## config.mk

```make
export PLATFORM = sky130hd
export DESIGN_NAME = slug_uart_bridge
export DESIGN_NICKNAME = d
export VERILOG_FILES = /design/src/rtl/slug_uart_bridge.sv
export SDC_FILE = /design/constraint.sdc
export NUM_CORES = 1
export LEC_CHECK = 0
export CAP_MARGIN = 20
export CORE_ASPECT_RATIO = 1.5
export CORE_MARGIN = 5
export CORE_UTILIZATION = 49
export CTS_BUF_LIST = sky130_fd_sc_hd__clkbuf_16
export DETAILED_ROUTE_END_ITERATION = 8
export PLACE_DENSITY = 0.71
export SYNTH_ARGS = -nofsm -noshare
export SYNTH_HDL_FRONTEND = slang
export SYNTH_SLANG_ARGS = --single-unit
```

## constraint.sdc

```tcl
create_clock -name clk -period 4.96 [get_ports clk]
set_clock_uncertainty 0.2 [all_clocks]
set_input_delay 0.744 -clock clk [delete_from_list [all_inputs] [get_ports clk]]
set_output_delay 0.744 -clock clk [all_outputs]
set_load 0.02 [all_outputs]
```

## src/rtl/slug_uart_bridge.sv

```systemverilog
`default_nettype none
// +--------------------------------------------------------------------------+
// | Module      : slug_uart_bridge                                           |
// | Description : CPU-port to UART bridge. The CPU hands over TX bytes and   |
// |               takes RX bytes with toggle handshakes across a 32-bit      |
// |               output/input port pair. The RX path has a small FIFO and   |
// |               sticky overrun / framing-error flags.                      |
// | Ports       : clk      - sole clock                                      |
// |               rst      - synchronous active-high reset                   |
// |               cpu_out  - [7:0] tx byte, [8] tx_req toggle,               |
// |                          [12] rx_ack toggle, [13] err_clr level          |
// |               cpu_in   - [7:0] rx byte, [8] rx_tog, [9] tx_ack,          |
// |                          [10] tx_busy, [11] rx_overrun, [12] frame_err   |
// |               rxd      - asynchronous serial input, idle high            |
// |               txd      - serial output, idle high                        |
// | Options     : define SLUG_UART_BRIDGE_PARITY_EN to add an even-parity    |
// |               bit after the data bits, in both directions                |
// | Revision    : 1.0 - initial release                                      |
// +--------------------------------------------------------------------------+
module slug_uart_bridge #(
    parameter int CLKS_PER_BIT = 16,
    parameter int RX_DEPTH     = 4
) (
    input  logic        clk,
    input  logic        rst,
    input  logic [31:0] cpu_out,
    output logic [31:0] cpu_in,
    input  logic        rxd,
    output logic        txd
);

    localparam int            c_AW        = $clog2(RX_DEPTH);
    localparam logic [11:0]   c_BIT_LAST  = 12'(CLKS_PER_BIT - 1);
    localparam logic [11:0]   c_HALF_LAST = 12'(CLKS_PER_BIT / 2 - 1);
    localparam logic [c_AW:0] c_FULL      = RX_DEPTH[c_AW:0];

`ifdef SLUG_UART_BRIDGE_PARITY_EN
    typedef enum logic [2:0] {S_IDLE, S_START, S_DATA, S_PARITY, S_STOP} state_t;
`else
    typedef enum logic [2:0] {S_IDLE, S_START, S_DATA, S_STOP} state_t;
`endif

    // Synchronizers; r_rxd_d is one extra stage used only for edge detection
    logic r_txreq_s1, r_txreq_s2;
    logic r_rxack_s1, r_rxack_s2;
    logic r_errclr_s1, r_errclr_s2;
    logic r_rxd_s1, r_rxd_s2, r_rxd_d;

    always_ff @(posedge clk) begin
        if (rst) begin
            {r_txreq_s1, r_txreq_s2}   <= 2'b00;
            {r_rxack_s1, r_rxack_s2}   <= 2'b00;
            {r_errclr_s1, r_errclr_s2} <= 2'b00;
            {r_rxd_s1, r_rxd_s2}       <= 2'b00;
            r_rxd_d                    <= 1'b0;
        end else begin
            r_txreq_s1  <= cpu_out[8];
            r_txreq_s2  <= r_txreq_s1;
            r_rxack_s1  <= cpu_out[12];
            r_rxack_s2  <= r_rxack_s1;
            r_errclr_s1 <= cpu_out[13];
            r_errclr_s2 <= r_errclr_s1;
            r_rxd_s1    <= rxd;
            r_rxd_s2    <= r_rxd_s1;
            r_rxd_d     <= r_rxd_s2;
        end
    end

    // ------------------------------------------------------------------ TX
    state_t      r_tx_state;
    logic [11:0] r_tx_cnt;
    logic [2:0]  r_tx_bit;
    logic [7:0]  r_tx_shift;
    logic        r_tx_ack;
    logic        r_tx_busy;
`ifdef SLUG_UART_BRIDGE_PARITY_EN
    logic        r_tx_par;
`endif

    // txd is registered and set together with the state it belongs to, so
    // every non-IDLE state drives its level for exactly CLKS_PER_BIT cycles.
    always_ff @(posedge clk) begin
        if (rst) begin
            r_tx_state <= S_IDLE;
            r_tx_cnt   <= '0;
            r_tx_bit   <= '0;
            r_tx_shift <= '0;
            r_tx_ack   <= 1'b0;
            r_tx_busy  <= 1'b0;
            txd        <= 1'b1;
`ifdef SLUG_UART_BRIDGE_PARITY_EN
            r_tx_par   <= 1'b0;
`endif
        end else begin
            case (r_tx_state)
                S_IDLE: begin
                    txd      <= 1'b1;
                    r_tx_cnt <= '0;
                    // A toggle that arrived while busy is still unequal here
                    if (r_txreq_s2 != r_tx_ack) begin
                        r_tx_shift <= cpu_out[7:0];
`ifdef SLUG_UART_BRIDGE_PARITY_EN
                        r_tx_par   <= ^cpu_out[7:0];
`endif
                        r_tx_ack   <= r_txreq_s2;
                        r_tx_busy  <= 1'b1;
                        r_tx_state <= S_START;
                        txd        <= 1'b0;
                    end
                end
                S_START: begin
                    if (r_tx_cnt == c_BIT_LAST) begin
                        r_tx_cnt   <= '0;
                        r_tx_bit   <= '0;
                        r_tx_state <= S_DATA;
                        txd        <= r_tx_shift[0];
                    end else begin
                        r_tx_cnt <= r_tx_cnt + 12'd1;
                    end
                end
                S_DATA: begin
                    if (r_tx_cnt == c_BIT_LAST) begin
                        r_tx_cnt <= '0;
                        if (r_tx_bit == 3'd7) begin
`ifdef SLUG_UART_BRIDGE_PARITY_EN
                            r_tx_state <= S_PARITY;
                            txd        <= r_tx_par;
`else
                            r_tx_state <= S_STOP;
                            txd        <= 1'b1;
`endif
                        end else begin
                            r_tx_bit   <= r_tx_bit + 3'd1;
                            r_tx_shift <= {1'b0, r_tx_shift[7:1]};
                            txd        <= r_tx_shift[1];
                        end
                    end else begin
                        r_tx_cnt <= r_tx_cnt + 12'd1;
                    end
                end
`ifdef SLUG_UART_BRIDGE_PARITY_EN
                S_PARITY: begin
                    if (r_tx_cnt == c_BIT_LAST) begin
                        r_tx_cnt   <= '0;
                        r_tx_state <= S_STOP;
                        txd        <= 1'b1;
                    end else begin
                        r_tx_cnt <= r_tx_cnt + 12'd1;
                    end
                end
`endif
                S_STOP: begin
                    if (r_tx_cnt == c_BIT_LAST) begin
                        r_tx_cnt   <= '0;
                        r_tx_busy  <= 1'b0;
                        r_tx_state <= S_IDLE;
                    end else begin
                        r_tx_cnt <= r_tx_cnt + 12'd1;
                    end
                end
                default: begin
                    r_tx_state <= S_IDLE;
                    txd        <= 1'b1;
                end
            endcase
        end
    end

    // ------------------------------------------------------------------ RX
    state_t      r_rx_state;
    logic [11:0] r_rx_cnt;
    logic [2:0]  r_rx_bit;
    logic [7:0]  r_rx_shift;
    logic        w_par_ok;
`ifdef SLUG_UART_BRIDGE_PARITY_EN
    logic        r_rx_par_err;
    assign w_par_ok = ~r_rx_par_err;
`else
    assign w_par_ok = 1'b1;
`endif

    always_ff @(posedge clk) begin
        if (rst) begin
            r_rx_state   <= S_IDLE;
            r_rx_cnt     <= '0;
            r_rx_bit     <= '0;
            r_rx_shift   <= '0;
`ifdef SLUG_UART_BRIDGE_PARITY_EN
            r_rx_par_err <= 1'b0;
`endif
        end else begin
            case (r_rx_state)
                S_IDLE: begin
                    r_rx_cnt <= '0;
                    if (r_rxd_d && !r_rxd_s2) begin
                        r_rx_state <= S_START;
                    end
                end
                S_START: begin
                    // Half-bit check; from here on every sample is mid-bit
                    if (r_rx_cnt == c_HALF_LAST) begin
                        r_rx_cnt   <= '0;
                        r_rx_bit   <= '0;
                        r_rx_state <= r_rxd_s2 ? S_IDLE : S_DATA;
                    end else begin
                        r_rx_cnt <= r_rx_cnt + 12'd1;
                    end
                end
                S_DATA: begin
                    if (r_rx_cnt == c_BIT_LAST) begin
                        r_rx_cnt   <= '0;
                        r_rx_shift <= {r_rxd_s2, r_rx_shift[7:1]};
                        if (r_rx_bit == 3'd7) begin
`ifdef SLUG_UART_BRIDGE_PARITY_EN
                            r_rx_state <= S_PARITY;
`else
                            r_rx_state <= S_STOP;
`endif
                        end else begin
                            r_rx_bit <= r_rx_bit + 3'd1;
                        end
                    end else begin
                        r_rx_cnt <= r_rx_cnt + 12'd1;
                    end
                end
`ifdef SLUG_UART_BRIDGE_PARITY_EN
                S_PARITY: begin
                    if (r_rx_cnt == c_BIT_LAST) begin
                        r_rx_cnt     <= '0;
                        r_rx_par_err <= r_rxd_s2 ^ (^r_rx_shift);
                        r_rx_state   <= S_STOP;
                    end else begin
                        r_rx_cnt <= r_rx_cnt + 12'd1;
                    end
                end
`endif
                S_STOP: begin
                    if (r_rx_cnt == c_BIT_LAST) begin
                        r_rx_cnt   <= '0;
                        r_rx_state <= S_IDLE;
                    end else begin
                        r_rx_cnt <= r_rx_cnt + 12'd1;
                    end
                end
                default: r_rx_state <= S_IDLE;
            endcase
        end
    end

    // ------------------------------------------------------- RX FIFO / CPU
    logic [7:0]      r_mem [RX_DEPTH];
    logic [c_AW-1:0] r_wr_ptr, r_rd_ptr;
    logic [c_AW:0]   r_count;
    logic            r_presented;
    logic [7:0]      r_rx_data;
    logic            r_rx_tog;
    logic            r_overrun;
    logic            r_frame_err;

    logic w_stop_sample, w_frame_ok, w_frame_bad, w_full, w_push, w_drop, w_pop;

    assign w_stop_sample = (r_rx_state == S_STOP) && (r_rx_cnt == c_BIT_LAST);
    assign w_frame_ok    = w_stop_sample && r_rxd_s2 && w_par_ok;
    assign w_frame_bad   = w_stop_sample && !(r_rxd_s2 && w_par_ok);
    assign w_full        = (r_count == c_FULL);
    assign w_push        = w_frame_ok && !w_full;
    assign w_drop        = w_frame_ok && w_full;
    // The head stays in the FIFO while presented; the CPU echoing rx_tog
    // on rx_ack is what releases it.
    assign w_pop         = r_presented && (r_rxack_s2 == r_rx_tog);

    always_ff @(posedge clk) begin
        if (w_push) begin
            r_mem[r_wr_ptr] <= r_rx_shift;
        end
    end

    always_ff @(posedge clk) begin
        if (rst) begin
            r_wr_ptr    <= '0;
            r_rd_ptr    <= '0;
            r_count     <= '0;
            r_presented <= 1'b0;
            r_rx_data   <= '0;
            r_rx_tog    <= 1'b0;
            r_overrun   <= 1'b0;
            r_frame_err <= 1'b0;
        end else begin
            if (w_push) begin
                r_wr_ptr <= r_wr_ptr + 1'b1;
            end
            if (w_pop) begin
                r_rd_ptr    <= r_rd_ptr + 1'b1;
                r_presented <= 1'b0;
            end else if (!r_presented && r_count != '0) begin
                r_rx_data   <= r_mem[r_rd_ptr];
                r_rx_tog    <= ~r_rx_tog;
                r_presented <= 1'b1;
            end
            if (w_push && !w_pop) begin
                r_count <= r_count + 1'b1;
            end else if (!w_push && w_pop) begin
                r_count <= r_count - 1'b1;
            end
            // Set has priority over a concurrent clear
            if (w_drop) begin
                r_overrun <= 1'b1;
            end else if (r_errclr_s2) begin
                r_overrun <= 1'b0;
            end
            if (w_frame_bad) begin
                r_frame_err <= 1'b1;
            end else if (r_errclr_s2) begin
                r_frame_err <= 1'b0;
            end
        end
    end

    assign cpu_in = {19'd0, r_frame_err, r_overrun, r_tx_busy, r_tx_ack, r_rx_tog, r_rx_data};

    logic w_unused_cpu_out;
    assign w_unused_cpu_out = ^{cpu_out[31:14], cpu_out[11:9]};

endmodule
`default_nettype wire

```

# After elaboration in Yosys (flattened, before gate mapping)
# Memory sizes are Yosys's and may differ from the RTL's. A register that Yosys moved wholly into a read port is not among the register bits.
# Index checks and enable logic that the tools add are counted.
[op_classes]
addsub = 8
n_mul = 0
div = 0
n_lt_le_gt_ge = 0
n_eq_ne = 26
n_shift = 0
mux = 44
bitwise_logic = 3
n_reduce_logical = 40
[op_table]
columns = ["op", "count"]
rows = [
  ["2-to-1 mux 3 bit", 17],
  ["2-to-1 mux 12 bit", 3],
  ["case mux 12 bit (3 select lines)", 1],
  ["adder 12 x 1 -> 12 bit (second input constant)", 2],
  ["equality test 12 x 4 -> 1 bit (second input constant)", 2],
  ["2-to-1 mux 8 bit", 3],
  ["!= test 2 bit (second input constant)", 12],
  ["case mux 12 bit (2 select lines)", 1],
  ["case mux 3 bit (4 select lines)", 2],
  ["case mux 8 bit (2 select lines)", 1],
  ["nonzero test 2 bit", 8],
  ["equality test 12 x 3 -> 1 bit (second input constant)", 1],
  ["equality test 3 x 2 -> 1 bit (second input constant)", 4],
  ["case mux 3 bit (2 select lines)", 2],
  ["AND reduction 4 bit", 3],
  ["2-to-1 mux 1 bit", 11],
  ["logical AND 1 bit", 10],
  ["AND reduction 5 bit", 2],
  ["adder 3 x 1 -> 3 bit (second input constant)", 3],
  ["equality test 3 bit (second input constant)", 3],
  ["equality test 3 x 1 -> 1 bit (second input constant)", 2],
  ["zero test 3 bit", 2],
  ["AND reduction 2 bit", 3],
  ["AND reduction 3 bit", 2],
  ["12 further kinds", 21],
]
[totals]
regBits = 75
latch_bits = 0
ram_bits = 32
rom_bits = 0
wordCells = 149
memories = 1
[mem_list]
columns = ["memory", "depth", "width", "read_ports", "rd_clocked_by_memory_dff", "wr", "line_no", "text"]
rows = [
  ["r_mem", 4, 8, 1, 1, 1, "251", "logic [7:0] r_mem [RX_DEPTH];"],
]

# Logic depth before layout (Yosys ltp)
# Gate-level depths: netlist of the first run.
[logic_depth]
depth_word = 8
ltp_mapped = 11

# Worst setup path after synthesis of the first run
# No wires, ideal clock.
[synth_path]
path_type = "register to register"
start = "register r_rx_cnt[3]"
end = "register r_count[2]"
t_arrival_ps = 2362
slack_ps = 2328
stages_incl_launch_ff = 12
path_buffers = 2
synth_period_minus_slack_ps = 2632
cell_sequence = "dfxtp_1 clkbuf_1 and3_1 clkbuf_1 nand3_1 nor2_1 ha_1 inv_1 fa_1 xor2_1 or3_1 a21oi_1"
[synth_via]
elab_chain_cells = 7
[synth_lines]
columns = ["element", "line_no", "text"]
rows = [
  ["start: declaration", "171", "logic [11:0] r_rx_cnt;"],
  ["start signal: assignment", "206", "r_rx_cnt <= r_rx_cnt + 12'd1;"],
  ["start signal: assignment", "223", "r_rx_cnt <= r_rx_cnt + 12'd1;"],
  ["start signal: assignment", "242", "r_rx_cnt <= r_rx_cnt + 12'd1;"],
  ["equality test 12 x 4 -> 1 bit (*)", "262", "assign w_stop_sample = (r_rx_state == S_STOP) && (r_rx_cnt == c_BIT_LAST);"],
  ["logical AND 1 bit (*)", "262", ""],
  ["logical AND 1 bit (*)", "263", "assign w_frame_ok = w_stop_sample && r_rxd_s2 && w_par_ok;"],
  ["logical AND 1 bit (*)", "266", "assign w_push = w_frame_ok && !w_full;"],
  ["named net w_push", "260", "logic w_stop_sample, w_frame_ok, w_frame_bad, w_full, w_push, w_drop, w_pop;"],
  ["zero test 1 bit", "302", "end else if (!w_push && w_pop) begin"],
  ["logical AND 1 bit", "302", ""],
  ["nonzero test 2 bit (no line)", "--", ""],
  ["end signal: assignment", "301", "r_count <= r_count + 1'b1;"],
  ["end signal: assignment", "303", "r_count <= r_count - 1'b1;"],
  ["end: declaration", "253", "logic [c_AW:0] r_count;"],
]
# The timed path passes the listed nets; every way through them passes the cells marked *.
# A chain may end at the register's enable or synchronous reset.

# Worst setup path in the final report of the first run
[layout_path]
start = "register r_rx_cnt[0]"
end = "register r_count[2]"
# The elaborated chain is that of the path after synthesis.

==> out/results.ini, run 1 <==
[clocking]
clk_latency_ns = 0.41
cts.repair_timing.setup_buffer_count = 0
max-clock-path-buffers = 2
clock_sink_count = 113
cts-buffers-inserted = 17
worst_setup_hold_path_clk_slew_ns = 0.05
cts_resized = 0
clock_tree.root_cell = sky130_fd_sc_hd__clkbuf_16
htree_levels = 4
cts_tree = yes
cts_hold_repair.buffers = 0

[timing]
max_slew.worst_pin.slew_ns = 0.919
finalSetupViolCount = 0
finalHoldViolCount = 0
setup_total_negative_slack_ns = 0
relSlewSlack = 0.385
timing.final.max_slew_violations = 0
post-route-period-util = 0.567
grt_setup_unrepaired = no
final.min_clock_period_ns = 2.81
fin_ws_ns = 2.15
fmax_ghz = 0.356

[grt]
grt_max_degree = 55
number_of_antenna_violations_at_the_first_check_in_global_routing = 0
globalRoute.busiestLayer = met2
grt_usage = 0.160
grt_pass1_wl_mm = 15.8
globalRouteMet1Util = 0.169
grt_use_met3 = 0.0482
number_of_global_route_vias_before_repair = 3424
gr-usage-met2 = 0.290
overflow = 0

[finish]
syn_to_final_growth_pct = 14.6
drive_above_1_share = 0.0970
total_area_of_multi_input_combinational_cells_um2 = 2330
final-seq-area_um2 = 2580
stdcell_count = 680
antenna-diode-count = 0
utilization = 0.566
fillers = 937
design.final.nets = 576

[synth]
postSynthRegisterBits = 113
synth_flop_cell = sky130_fd_sc_hd__dfxtp_1
synth.yosys.seq_area_share = 0.499
synth-async-reset-ratio = 0
synth_top_area_share = 0.313
synthTopCellsByCount = 81 x sky130_fd_sc_hd__dfxtp_1, 55 x sky130_fd_sc_hd__nand2_1, 43 x sky130_fd_sc_hd__nor2_1
synthDistinctLibCells = 57
syn_area_um2 = 5170
synth_edf_count = 32
post_synth_main_area_contributors = sky130_fd_sc_hd__dfxtp_1 31%, sky130_fd_sc_hd__edfxtp_1 19%, sky130_fd_sc_hd__mux2i_1 4.4%
synth.largest_area_cell = sky130_fd_sc_hd__dfxtp_1
yosys_warnings = 0
syn-instance-count = 505
synthMostInstantiatedCell = sky130_fd_sc_hd__dfxtp_1
synth.avg_cell_area_um2 = 10.2

[floorplan]
start_util = 0.494
floorplan_die_area_um2 = 12800
io-pin-count = 68
std_cell_rows = 46
fp.coreArea_um2 = 10500
dieHeight_um = 136
die_width_um = 93.9

[routing]
drt-wirelength-per-cell_um = 14.0
total_drc_errors_in_the_routed_layout = 0
detailed_routing_iteration_count_for_the_pre_antenna_repair_pass = 4
drt-vias-per-instance = 5.20
finalWirelength_mm = 9.53
number_of_design_rule_violations_left_by_the_first_detailed_router_iteration = 124
dr_total_vias = 3539
final_antenna_net_count = 0

[power]
worst_ir_drop_vdd_uv = 354
cellLeakagePower_nw = 2.24
clockPowerShare = 0.387
comb_power_share = 0.205
sw_frac = 0.291
power.density_cell_area_nw_per_um2 = 445
power.sequential.fraction = 0.408
power.total_mw = 2.64
power.switching_mw = 0.767
intPower_mw = 1.87

[critical_path]
critical_path_peak_fanout = 6
crit_path_start_kind = flip-flop
required_ns = 5.09
criticalPathCategory = reg2reg
cp-end-kind = flip-flop
crit_arrival_ns = 2.95
r2r_slack_ns = 2.15

[placed_design]
placement.io_buffers = 27
place_hpwl_mm = 6.58
post-place-ws_ns = 2.15
place.detailed.instances = 648
weighted_congestion_reported_at_the_end_of_routability_driven_placement = 0.768

[job]
reported_max_cap_violation_count = 0

[run_status]
run_status = finished clean

[min_path]
hold_path.class = reg2reg

==> final cells by class <==
type	count	share of cell area
Clock buffer	17	0.0717
Timing Repair Buffer	29	0.0473
Clock inverter	15	0.0137
Multi-Input combinational cell	349	0.393
Inverter	13	0.00823
Tap cell	144	0.0304
Sequential cell	113	0.436
==> critical path, cell delays in order (launching register included) <==
cell	delay, ns
sky130_fd_sc_hd__dfxtp_1	0.35
sky130_fd_sc_hd__ha_1	0.24
sky130_fd_sc_hd__and3_1	0.31
sky130_fd_sc_hd__nand3_1	0.21
sky130_fd_sc_hd__nor2_1	0.17
sky130_fd_sc_hd__ha_1	0.20
sky130_fd_sc_hd__inv_1	0.06
sky130_fd_sc_hd__fa_1	0.37
sky130_fd_sc_hd__xor2_1	0.18
sky130_fd_sc_hd__or3_1	0.31
sky130_fd_sc_hd__a21oi_1	0.15
==> path summary, 6_finish.rpt <==
kind	from	to	cells after the start
min reg2reg	r_rxack_s1$_SDFF_PP0_	r_rxack_s2$_SDFF_PP0_	1
max reg2reg	r_rx_cnt[0]$_SDFFE_PP0P_	r_count[2]$_SDFFE_PP0P_	10
min	r_rxack_s1$_SDFF_PP0_	r_rxack_s2$_SDFF_PP0_	1
max	r_rx_cnt[0]$_SDFFE_PP0P_	r_count[2]$_SDFFE_PP0P_	10
==> registers in the layout, indices dropped and copies added, names as in the netlist, 2 cells and up <==
signal,count
r_mem,32
r_rx_cnt,12
r_tx_cnt,12
r_rx_data,8
r_rx_shift,8
r_tx_shift,8
r_count,3
r_rx_bit,3
r_tx_bit,3
r_rd_ptr,2
r_rx_state,2
r_tx_state,2
r_wr_ptr,2
==> power groups by stage <==
stage / Clock [mW] / Combinational, mW / Sequential, mW
floorplan: 0 / 0.399 / 1.10
global placement: 0 / 0.531 / 1.09
detailed placement: 0 / 0.545 / 1.10
CTS: 1.04 / 0.550 / 1.08
global route: 1.09 / 0.603 / 1.09
finish: 1.02 / 0.542 / 1.08
==> through the flow <==
step / hold WS (ns) / area, um^2
floorplan: 0.214 / 5240
global placement: 0.219 / 5420
detailed placement: 0.227 / 5420
CTS: 0.240 / 5930
global route: 0.252 / 5930
finish: 0.235 / 5930
==> cells in the final DEF, fill, tap and decap left out, types with 4 or more instances in the layout <==
master	n
sky130_fd_sc_hd__edfxtp_1	32
sky130_fd_sc_hd__mux4_2	8
sky130_fd_sc_hd__clkbuf_16	17
sky130_fd_sc_hd__nor4_1	8
sky130_fd_sc_hd__a31oi_1	8
sky130_fd_sc_hd__dfxtp_1	81
sky130_fd_sc_hd__xor2_1	9
sky130_fd_sc_hd__nor2b_1	15
sky130_fd_sc_hd__nor2_1	43
sky130_fd_sc_hd__xnor2_1	9
sky130_fd_sc_hd__conb_1	19
sky130_fd_sc_hd__mux2i_1	23
sky130_fd_sc_hd__or2_2	4
sky130_fd_sc_hd__mux2_2	7
sky130_fd_sc_hd__nand3_1	14
sky130_fd_sc_hd__a21oi_1	25
sky130_fd_sc_hd__nand4_1	10
sky130_fd_sc_hd__nand2b_1	4
sky130_fd_sc_hd__clkinv_1	6
sky130_fd_sc_hd__ha_1	17
sky130_fd_sc_hd__and3_1	9
sky130_fd_sc_hd__nand2_1	55
sky130_fd_sc_hd__inv_1	14
sky130_fd_sc_hd__clkdlybuf4s50_1	26
sky130_fd_sc_hd__nor3_1	8
sky130_fd_sc_hd__o21ai_0	11
==> routing by layer <==
| metal | share of wire | up-vias |
|---|---|---|
| met5 | 0 | - |
| met4 | 0.018 | 0 |
| met3 | 0.038 | 14 |
| met2 | 0.55 | 67 |
| met1 | 0.40 | 1669 |
| li1 | - | 1789 |
==> kinds of logic (layout without fill, tap and decap cells) <==
kind of cell             after synthesis  count (layout)  synth area share
other                                  1              19          0.000725
flip-flops                           113             113             0.499
AND/OR/NAND/NOR                      190             190             0.185
buffers and inverters                 61              74            0.0634
AO/OA/AOI/OAI                         66              66            0.0820
multiplexers                          38              38            0.0946
XOR/XNOR                              18              18            0.0305
adder cells (fa/ha/maj)               18              18            0.0450
(Power assumes the default switching activity.)
==> run 2: changes to the inputs <==
PLACE_DENSITY = 0.74   (was 0.71)
clock period = 2.34 ns   (was 4.96 ns; I/O delays follow)
==> run 2 against run 1 <==
Cell count up 5.0%. Combinational power up 130%. Via count is 5.7% higher. Worst hold slack worse by 0.16 ns. Die area is the same. Setup slack lost 2.1 ns. Register-to-register slack worse by 2.1 ns. Clock power up 130%. Highest routed layer unchanged.
==> out/results.ini, run 2 (same netlist as run 1, synthesis figures left out) <==
[run_status]
run_status = finished clean

[finish]
layout_commonest_cell = sky130_fd_sc_hd__dfxtp_1
utilization = 0.604
syn_to_final_growth_pct = 22.2
largest_register_ffs = 32
mostFrequentLayoutCells = 76 x sky130_fd_sc_hd__dfxtp_1, 55 x sky130_fd_sc_hd__nand2_1, 42 x sky130_fd_sc_hd__nor2_1
design.final.nets = 610
most_flop_heavy_register = r_mem
drive_above_1_share = 0.179
fillers = 909
total_area_of_multi_input_combinational_cells_um2 = 2390
top_regs = r_mem (32), r_rx_cnt (12), r_tx_cnt (12)
antenna-diode-count = 0
final-seq-area_um2 = 2590

[grt]
grt_usage = 0.171
number_of_global_route_vias_before_repair = 3824
grt_pass1_wl_mm = 17.2
number_of_antenna_violations_at_the_first_check_in_global_routing = 0
overflow = 0
grt_max_degree = 44

[routing]
finalWirelength_mm = 9.92
number_of_design_rule_violations_left_by_the_first_detailed_router_iteration = 236
detailed_routing_iteration_count_for_the_pre_antenna_repair_pass = 4
drt-wirelength-per-cell_um = 13.9
dr_total_vias = 3742
final_antenna_net_count = 0
drt-vias-per-instance = 5.24
total_drc_errors_in_the_routed_layout = 0

[clocking]
clock_sink_count = 113
clock_tree.root_cell = sky130_fd_sc_hd__clkbuf_16
htree_levels = 4
clk_latency_ns = 0.40
cts-buffers-inserted = 17
worst_setup_hold_path_clk_slew_ns = 0.05
cts_hold_repair.buffers = 0
cts_tree = yes
max-clock-path-buffers = 2

[critical_path]
r2r_slack_ns = 0.02
timing.reg2reg.worst_path_depth = 10
required_ns = 2.47
crit_arrival_ns = 2.45
critical_path_peak_fanout = 3
timing.rr.end = r_count[2]$_SDFFE_PP0P_
cp-end-kind = flip-flop
crit_path_start_kind = flip-flop
startpoint = r_rx_cnt[11]$_SDFFE_PP0P_
criticalPathCategory = reg2reg
critical_path.reg2reg.startpoint = r_rx_cnt[11]$_SDFFE_PP0P_
worstSetupEndpoint = r_count[2]$_SDFFE_PP0P_

[min_path]
hold_path.class = in2reg

[placed_design]
weighted_congestion_reported_at_the_end_of_routability_driven_placement = 0.851
placement.io_buffers = 27
place_hpwl_mm = 6.95

[timing]
max_slew.worst_pin.slew_ns = 0.608
relSlewSlack = 0.593
final.min_clock_period_ns = 2.32
finalSetupViolCount = 0
grt_setup_unrepaired = yes
fmax_ghz = 0.430
finalHoldViolCount = 0
post-route-period-util = 0.993
timing.final.max_slew_violations = 0

[power]
power.density_cell_area_nw_per_um2 = 929
cellLeakagePower_nw = 2.45
power.total_mw = 5.88
worst_ir_drop_vdd_uv = 600

[floorplan]
floorplan_die_area_um2 = 12800
dieHeight_um = 136
start_util = 0.494
io-pin-count = 68
die_width_um = 93.9
std_cell_rows = 46
fp.coreArea_um2 = 10500

[job]
reported_max_cap_violation_count = 0

==> run 2: changes by cell type in the layout (fill, tap and decap cells not counted), moves of 2 or more <==
cell                        delta
sky130_fd_sc_hd__buf_4        +32
sky130_fd_sc_hd__dfxtp_1       -5
sky130_fd_sc_hd__dfxtp_2       +5
sky130_fd_sc_hd__clkinv_1      -3
sky130_fd_sc_hd__buf_12        +2
sky130_fd_sc_hd__bufinv_16     +2
sky130_fd_sc_hd__ha_1          -2
sky130_fd_sc_hd__nor4_1        -2
==> run 2: per-stage QoR <==
stage | hold WS (ns) | area (um^2) | std cells | TNS (ns) | worst slack [ns]
after global routing | 0.0715 | 6320 | 714 | -0.0845 | -0.0845
final | 0.0752 | 6320 | 714 | 0 | 0.0158
after CTS | 0.0526 | 6320 | 714 | 0 | 0.00452
after detailed placement | 0.231 | 5750 | 680 | -0.0197 | -0.0197
after global placement | 0.217 | 5750 | 680 | 0 | 0.0376
after floorplan | 0.214 | 5310 | 523 | 0 | 0.00985
==> run 2: final cells by class <==
cell class                      count  share of cell area
Timing Repair Buffer               63              0.0886
Sequential cell                   113               0.409
Tap cell                          144              0.0285
Multi-Input combinational cell    349               0.378
Clock inverter                     15              0.0206
Clock buffer                       17              0.0673
Inverter                           13             0.00772
==> run 2: report_power, final <==
| part | switching [mW] | internal (mW) |
|---|---|---|
| Combinational | 0.667 | 0.557 |
| Clock | 0.850 | 1.53 |
| Sequential | 0.118 | 2.15 |
| Total | 1.63 | 4.24 |
==> run 2: metal layers <==
metal  routed length [um]  track usage  up-vias  part of all wire
li1                     -            -     1862                 -
met1                 3930        0.179     1781              0.40
met2                 5320        0.309       76              0.54
met3                  429       0.0548       23             0.043
met4                  232       0.0747        0             0.023
met5                    0            0        -                 0
==> run 2: what timing repair did <==
action	in CTS	in global routing
pin swaps	1	1
resized for setup	4	1
buffers inserted	2	0
setup endpoints to repair	1	1
==> run 2: worst max-delay path, stage by stage (launching register included) <==
cell and delay (ns):
sky130_fd_sc_hd__dfxtp_2 0.33, sky130_fd_sc_hd__nor4_2 0.25, sky130_fd_sc_hd__buf_4 0.16, sky130_fd_sc_hd__nand3_4 0.08, sky130_fd_sc_hd__nor2_2 0.09, sky130_fd_sc_hd__ha_2 0.18
sky130_fd_sc_hd__inv_2 0.04, sky130_fd_sc_hd__fa_2 0.33, sky130_fd_sc_hd__xor2_1 0.17, sky130_fd_sc_hd__or3_1 0.30, sky130_fd_sc_hd__a21oi_1 0.12
==> run 2: worst min path at each step <==
stage / cells after the start / end / startpoint / slack (ns)
after floorplan: 1 / r_errclr_s2$_SDFF_PP0_ / r_errclr_s1$_SDFF_PP0_ / 0.21
after global placement: 1 / r_errclr_s2$_SDFF_PP0_ / r_errclr_s1$_SDFF_PP0_ / 0.22
after detailed placement: 1 / r_txreq_s2$_SDFF_PP0_ / r_txreq_s1$_SDFF_PP0_ / 0.23
after CTS: 2 / r_tx_bit[2]$_SDFFE_PP0P_ / rst / 0.05
after global routing: 2 / r_tx_cnt[1]$_SDFFE_PP0P_ / rst / 0.07
final: 2 / r_tx_bit[2]$_SDFFE_PP0P_ / rst / 0.08
==> variant 1: new RTL, flow settings as in run 2 <==
Add a define of `SLUG_UART_BRIDGE_PARITY_EN`.
--- a/src/rtl/slug_uart_bridge.sv
+++ b/src/rtl/slug_uart_bridge.sv
@@ -19,2 +19,4 @@
 // +--------------------------------------------------------------------------+
+`define SLUG_UART_BRIDGE_PARITY_EN
+
 module slug_uart_bridge #(
Function: same outputs for any inputs over 10 cycles, from zero or initial values and one cycle with rst high; that may be too few to reach the edited logic, so the function may still have changed.
==> variant 1 against run 2 <==
  * The flow now finishes with violations (setup timing)
  * Global-route usage increased by 1.2 points
  * Final area grew 7.1%
  * Wire length is 17% higher
  * Power decreased by 5.7%
  * Sequential share of layout area is 1.5 points lower
  * Hold slack improved by 0.10 ns
  * Sequential cell count up 4
  * Final cell count grew 7.0%
  * Non-clock buffer count up 17
  * Worst setup slack worse by 0.44 ns
  * Synthesized area is 3.9% higher
  * Clock power down 3%
  * Largest cell class unchanged
  * Largest power group unchanged
  * Highest routed layer unchanged
==> variant 1: results (changes against run 2) <==
OUTCOME
--------------------------------------------------------------------
Failing checks ........................................ setup timing
Result of the run ..................................... finished, violations left

DRT
--------------------------------------------------------------------
Routed len/inst .......................................     15.22 um   +9.5%
Total via count in the routed design ..................         4147   +11%

TIMING
--------------------------------------------------------------------
Setup violators final .................................           17   +17
Pin slew with the least headroom to its limit .........    0.6378 ns   +0.02961 ns
Worst Slack Setup Final ...............................   -0.4230 ns   -0.4389 ns

WORST SETUP PATH
--------------------------------------------------------------------
Highest-delay cell along the critical path ............ sky130_fd_sc_hd__or4_4
Stage delay of the slowest cell on the critical path ..      0.56 ns   +0.23 ns
Critical path endpoint ................................ r_rx_state[0]$_SDFFE_PP0P_
Worst Reg-to-Reg Cells ................................            8   -2
Worst r2r src ......................................... r_rx_cnt[7]$_SDFFE_PP0P_
Peak fanout along the critical path ...................            5   +2
WP data arrival .......................................      2.90 ns   +0.45 ns

GLOBAL ROUTE
--------------------------------------------------------------------
Grt met2 use ..........................................       31.82%   +0.88 points
Pin count of the biggest net entering global routing ..           35   -20%
Global-route wire length before repair ................     19150 um   +11%
Vias in the first global route ........................         4080   +6.7%
Global routing usage summed across all routing layers .       18.31%   +1.2 points

YOSYS
--------------------------------------------------------------------
Instance count of the mapped netlist ..................          542   +7.3%
Cell types with the highest counts after synthesis .... sky130_fd_sc_hd__dfxtp_1, sky130_fd_sc_hd__nand2_1, sky130_fd_sc_hd__nor2_1
Largest cells by area after synthesis ................. sky130_fd_sc_hd__dfxtp_1, sky130_fd_sc_hd__edfxtp_1, sky130_fd_sc_hd__nand2_1, sky130_fd_sc_hd__nor2_1, sky130_fd_sc_hd__a21oi_1

POWER AND IR DROP
--------------------------------------------------------------------
Reported leakage power ................................     2.508 nW   +2.2%
Largest voltage drop on the vdd net ...................    0.5416 mV   -9.8%

FINISH
--------------------------------------------------------------------
Share of cells above drive strength 1 .................       22.26%   +4.4 points
Count of fill cells added during filler insertion .....          853   -6.2%
Final nets ............................................          654   +7.2%

PLACED DESIGN
--------------------------------------------------------------------
Sum of net half-perimeters after detailed placement ...      7478 um   +7.6%
Number of instances in the placed design ..............          723   +6.3%

## variant 1: where the power goes
group	leakage, nW	total [W]	internal (W)	switching, W
sequential	0.988	0.00229	0.00220	0.0000922
clock	0.252	0.00232	0.00144	0.000886
combinational	1.27	0.000929	0.000412	0.000517
## variant 1: area by class of cell
| cell class | instances | area share (%) |
|---|---|---|
| Multi-Input combinational cell | 384 | 38.50 |
| Timing Repair Buffer | 80 | 11.03 |
| Clock inverter | 15 | 1.737 |
| Sequential cell | 117 | 39.41 |
| Tap cell | 144 | 2.660 |
| Clock buffer | 17 | 6.281 |
| Inverter | 7 | 0.3880 |
## variant 1: cells by family (layout without fill, tap and decap cells)
family          count (synthesis)  after routing  share of synthesized area, %
buf+inv                        59            119                         5.984
xor+xnor                       25             25                         4.331
simple gates                  208            208                         19.00
fa+ha+maj                      12             12                         2.934
flops                         117            117                         49.55
other cells                     1             19                       0.06978
mux                            24             24                         6.379
compound gates                 96             96                         11.76
## variant 1: metrics by stage
step           cell area, um2  setup TNS [ns]  setup WS [ns]  total power, W  util [%]
4_1_cts                  6693          -2.315        -0.4046        0.005567     62.86
5_1_grt                  6773          -6.297        -0.5336        0.005780     63.61
3_5_place_dp             6003         -0.7712        -0.4056        0.003223     56.38
6_report                 6773          -5.240        -0.4230        0.005538     63.61
3_3_place_gp             6003         -0.5446        -0.3374        0.003183     56.38
2_1_floorplan            5460         -0.7230        -0.4840        0.002938         -
## variant 1: how the worst min path moves through the flow
stage / slack, ns / startpoint / end
final: 0.18 / rst / r_frame_err$_SDFFE_PP0P_
after global routing: 0.19 / rst / r_rx_shift[4]$_SDFFE_PP0P_
after CTS: 0.17 / rst / r_frame_err$_SDFFE_PP0P_
after detailed placement: 0.22 / r_rxd_s1$_SDFF_PP0_ / r_rxd_s2$_SDFF_PP0_
after global placement: 0.22 / r_rxd_s1$_SDFF_PP0_ / r_rxd_s2$_SDFF_PP0_
after floorplan: 0.21 / r_errclr_s1$_SDFF_PP0_ / r_errclr_s2$_SDFF_PP0_
## variant 1: metal layers
layer,share of wire (%),up-vias
met5,0,-
met4,2.2,0
met3,3.4,24
met2,56,89
met1,39,2008
li1,-,2026
## variant 1: timing repair
action	in CTS	in global routing
pin swaps	9	10
endpoints found under the setup margin	9	76
gates cloned	2	0
hold buffers	0	0
endpoints found under the hold margin	0	0
setup buffers	5	6
resized for setup	30	21
==> variant 2: new RTL, settings of run 2 <==
Without the edit above. Encoding of `state_t`: now one-hot (4 bits for 4 states).
--- a/src/rtl/slug_uart_bridge.sv
+++ b/src/rtl/slug_uart_bridge.sv
@@ -39,3 +39,3 @@
 `else
-    typedef enum logic [2:0] {S_IDLE, S_START, S_DATA, S_STOP} state_t;
+    typedef enum logic [3:0] {S_IDLE = 4'b0001, S_START = 4'b0010, S_DATA = 4'b0100, S_STOP = 4'b1000} state_t;
 `endif
Function: no difference found for any inputs over 10 cycles, from zero or initial values and one cycle with rst high; not proved beyond that.
==> variant 2 against run 2 <==
  * The flow now finishes with violations (setup timing)
  * Core utilization is 1.7 points higher
  * Final area up 7.3%
  * Worst setup slack lost 0.14 ns
  * Wire length is 18% higher
  * Synthesized area increased by 4.3%
  * Power increased by 11%
  * Sequential cell count increased by 4
  * Clock power grew 13%
  * Highest routed layer unchanged
==> variant 2: results (changes against run 2) <==
OUTCOME
--------------------------------------------------------------------
Result of the run ..................................... finished, violations left
Failing checks ........................................ setup timing

PLACED DESIGN
--------------------------------------------------------------------
Sum of net half-perimeters after detailed placement ...      7883 um   +13%
RD Place Congestion ...................................       0.8254   -3.0%
Pre-CTS worst setup slack .............................   -0.2767 ns   -0.2570 ns

YOSYS
--------------------------------------------------------------------
Synth Area in Compound Gates ..........................       11.50%   +3.3 points
Post-synthesis average cell area ......................    9.973 um2   -2.7%
Cell types with the highest counts after synthesis .... sky130_fd_sc_hd__dfxtp_1, sky130_fd_sc_hd__nand2_1, sky130_fd_sc_hd__nor2_1
Multiplexer share of the synthesized area .............       5.241%   -4.2 points
Fraction of the yosys area taken by sequential cells ..       49.35%   -0.56 points
Adder-cell area share of the yosys netlist ............       2.922%   -1.6 points

FINISH
--------------------------------------------------------------------
Final nets ............................................          650   +6.6%
Count of fill cells added during filler insertion .....          888   -2.3%

POWER AND IR DROP
--------------------------------------------------------------------
Largest voltage drop on the vdd net ...................    0.6112 mV   +1.8%
Reported leakage power ................................     2.518 nW   +2.6%

TIMING
--------------------------------------------------------------------
Final TNS setup .......................................   -0.1195 ns   -0.1195 ns
Hold Worst Slack ......................................    0.1423 ns   +0.06706 ns
Worst Slack Setup Final ...............................   -0.1195 ns   -0.1353 ns
Setup violators final .................................            1   +1

DRT
--------------------------------------------------------------------
Total via count in the routed design ..................         4212   +13%
Number of vias per cell after detailed routing ........        5.520   +5.3%
Routed len/inst .......................................     15.38 um   +11%

WORST SETUP PATH
--------------------------------------------------------------------
Peak fanout along the critical path ...................            2   -1
WP data arrival .......................................      2.60 ns   +0.15 ns
Worst r2r src ......................................... r_rx_cnt[1]$_SDFFE_PP0P_

CLOCK TREE
--------------------------------------------------------------------
Buffer count from post-CTS setup fixing ...............            7   +5
Post-cts resize count .................................           10   +6

GLOBAL ROUTE
--------------------------------------------------------------------
Global routing usage summed across all routing layers .       18.21%   +1.1 points
Global-route wire length before repair ................     19000 um   +10%

==> variant 2: per-layer routing <==
layer / share of wire, % / global-route usage, % / vias up
met3: 4.5 / 4.783 / 33
met1: 36 / 18.55 / 2031
met5: 0 / 0 / -
met4: 2.8 / 8.546 / 0
met2: 57 / 33.32 / 126
li1: - / - / 2022
==> variant 2: area by class of cell <==
cell class / instances / area (um2) / area share, %
multi-input combinational: 383 / 2595 / 38.24
clock inverter: 15 / 187.7 / 2.766
tap: 147 / 183.9 / 2.711
clock buffer: 17 / 425.4 / 6.270
timing repair buffer: 77 / 698.2 / 10.29
inverter: 7 / 26.28 / 0.3872
sequential: 117 / 2669 / 39.33
==> variant 2: power groups by stage <==
stage / Combinational (W) / Sequential [W] / Clock (W)
CTS: 0.00142 / 0.00239 / 0.00272
detailed placement: 0.00138 / 0.00244 / 0
floorplan: 0.000977 / 0.00242 / 0
finish: 0.00145 / 0.00239 / 0.00268
global route: 0.00157 / 0.00242 / 0.00282
global placement: 0.00134 / 0.00243 / 0
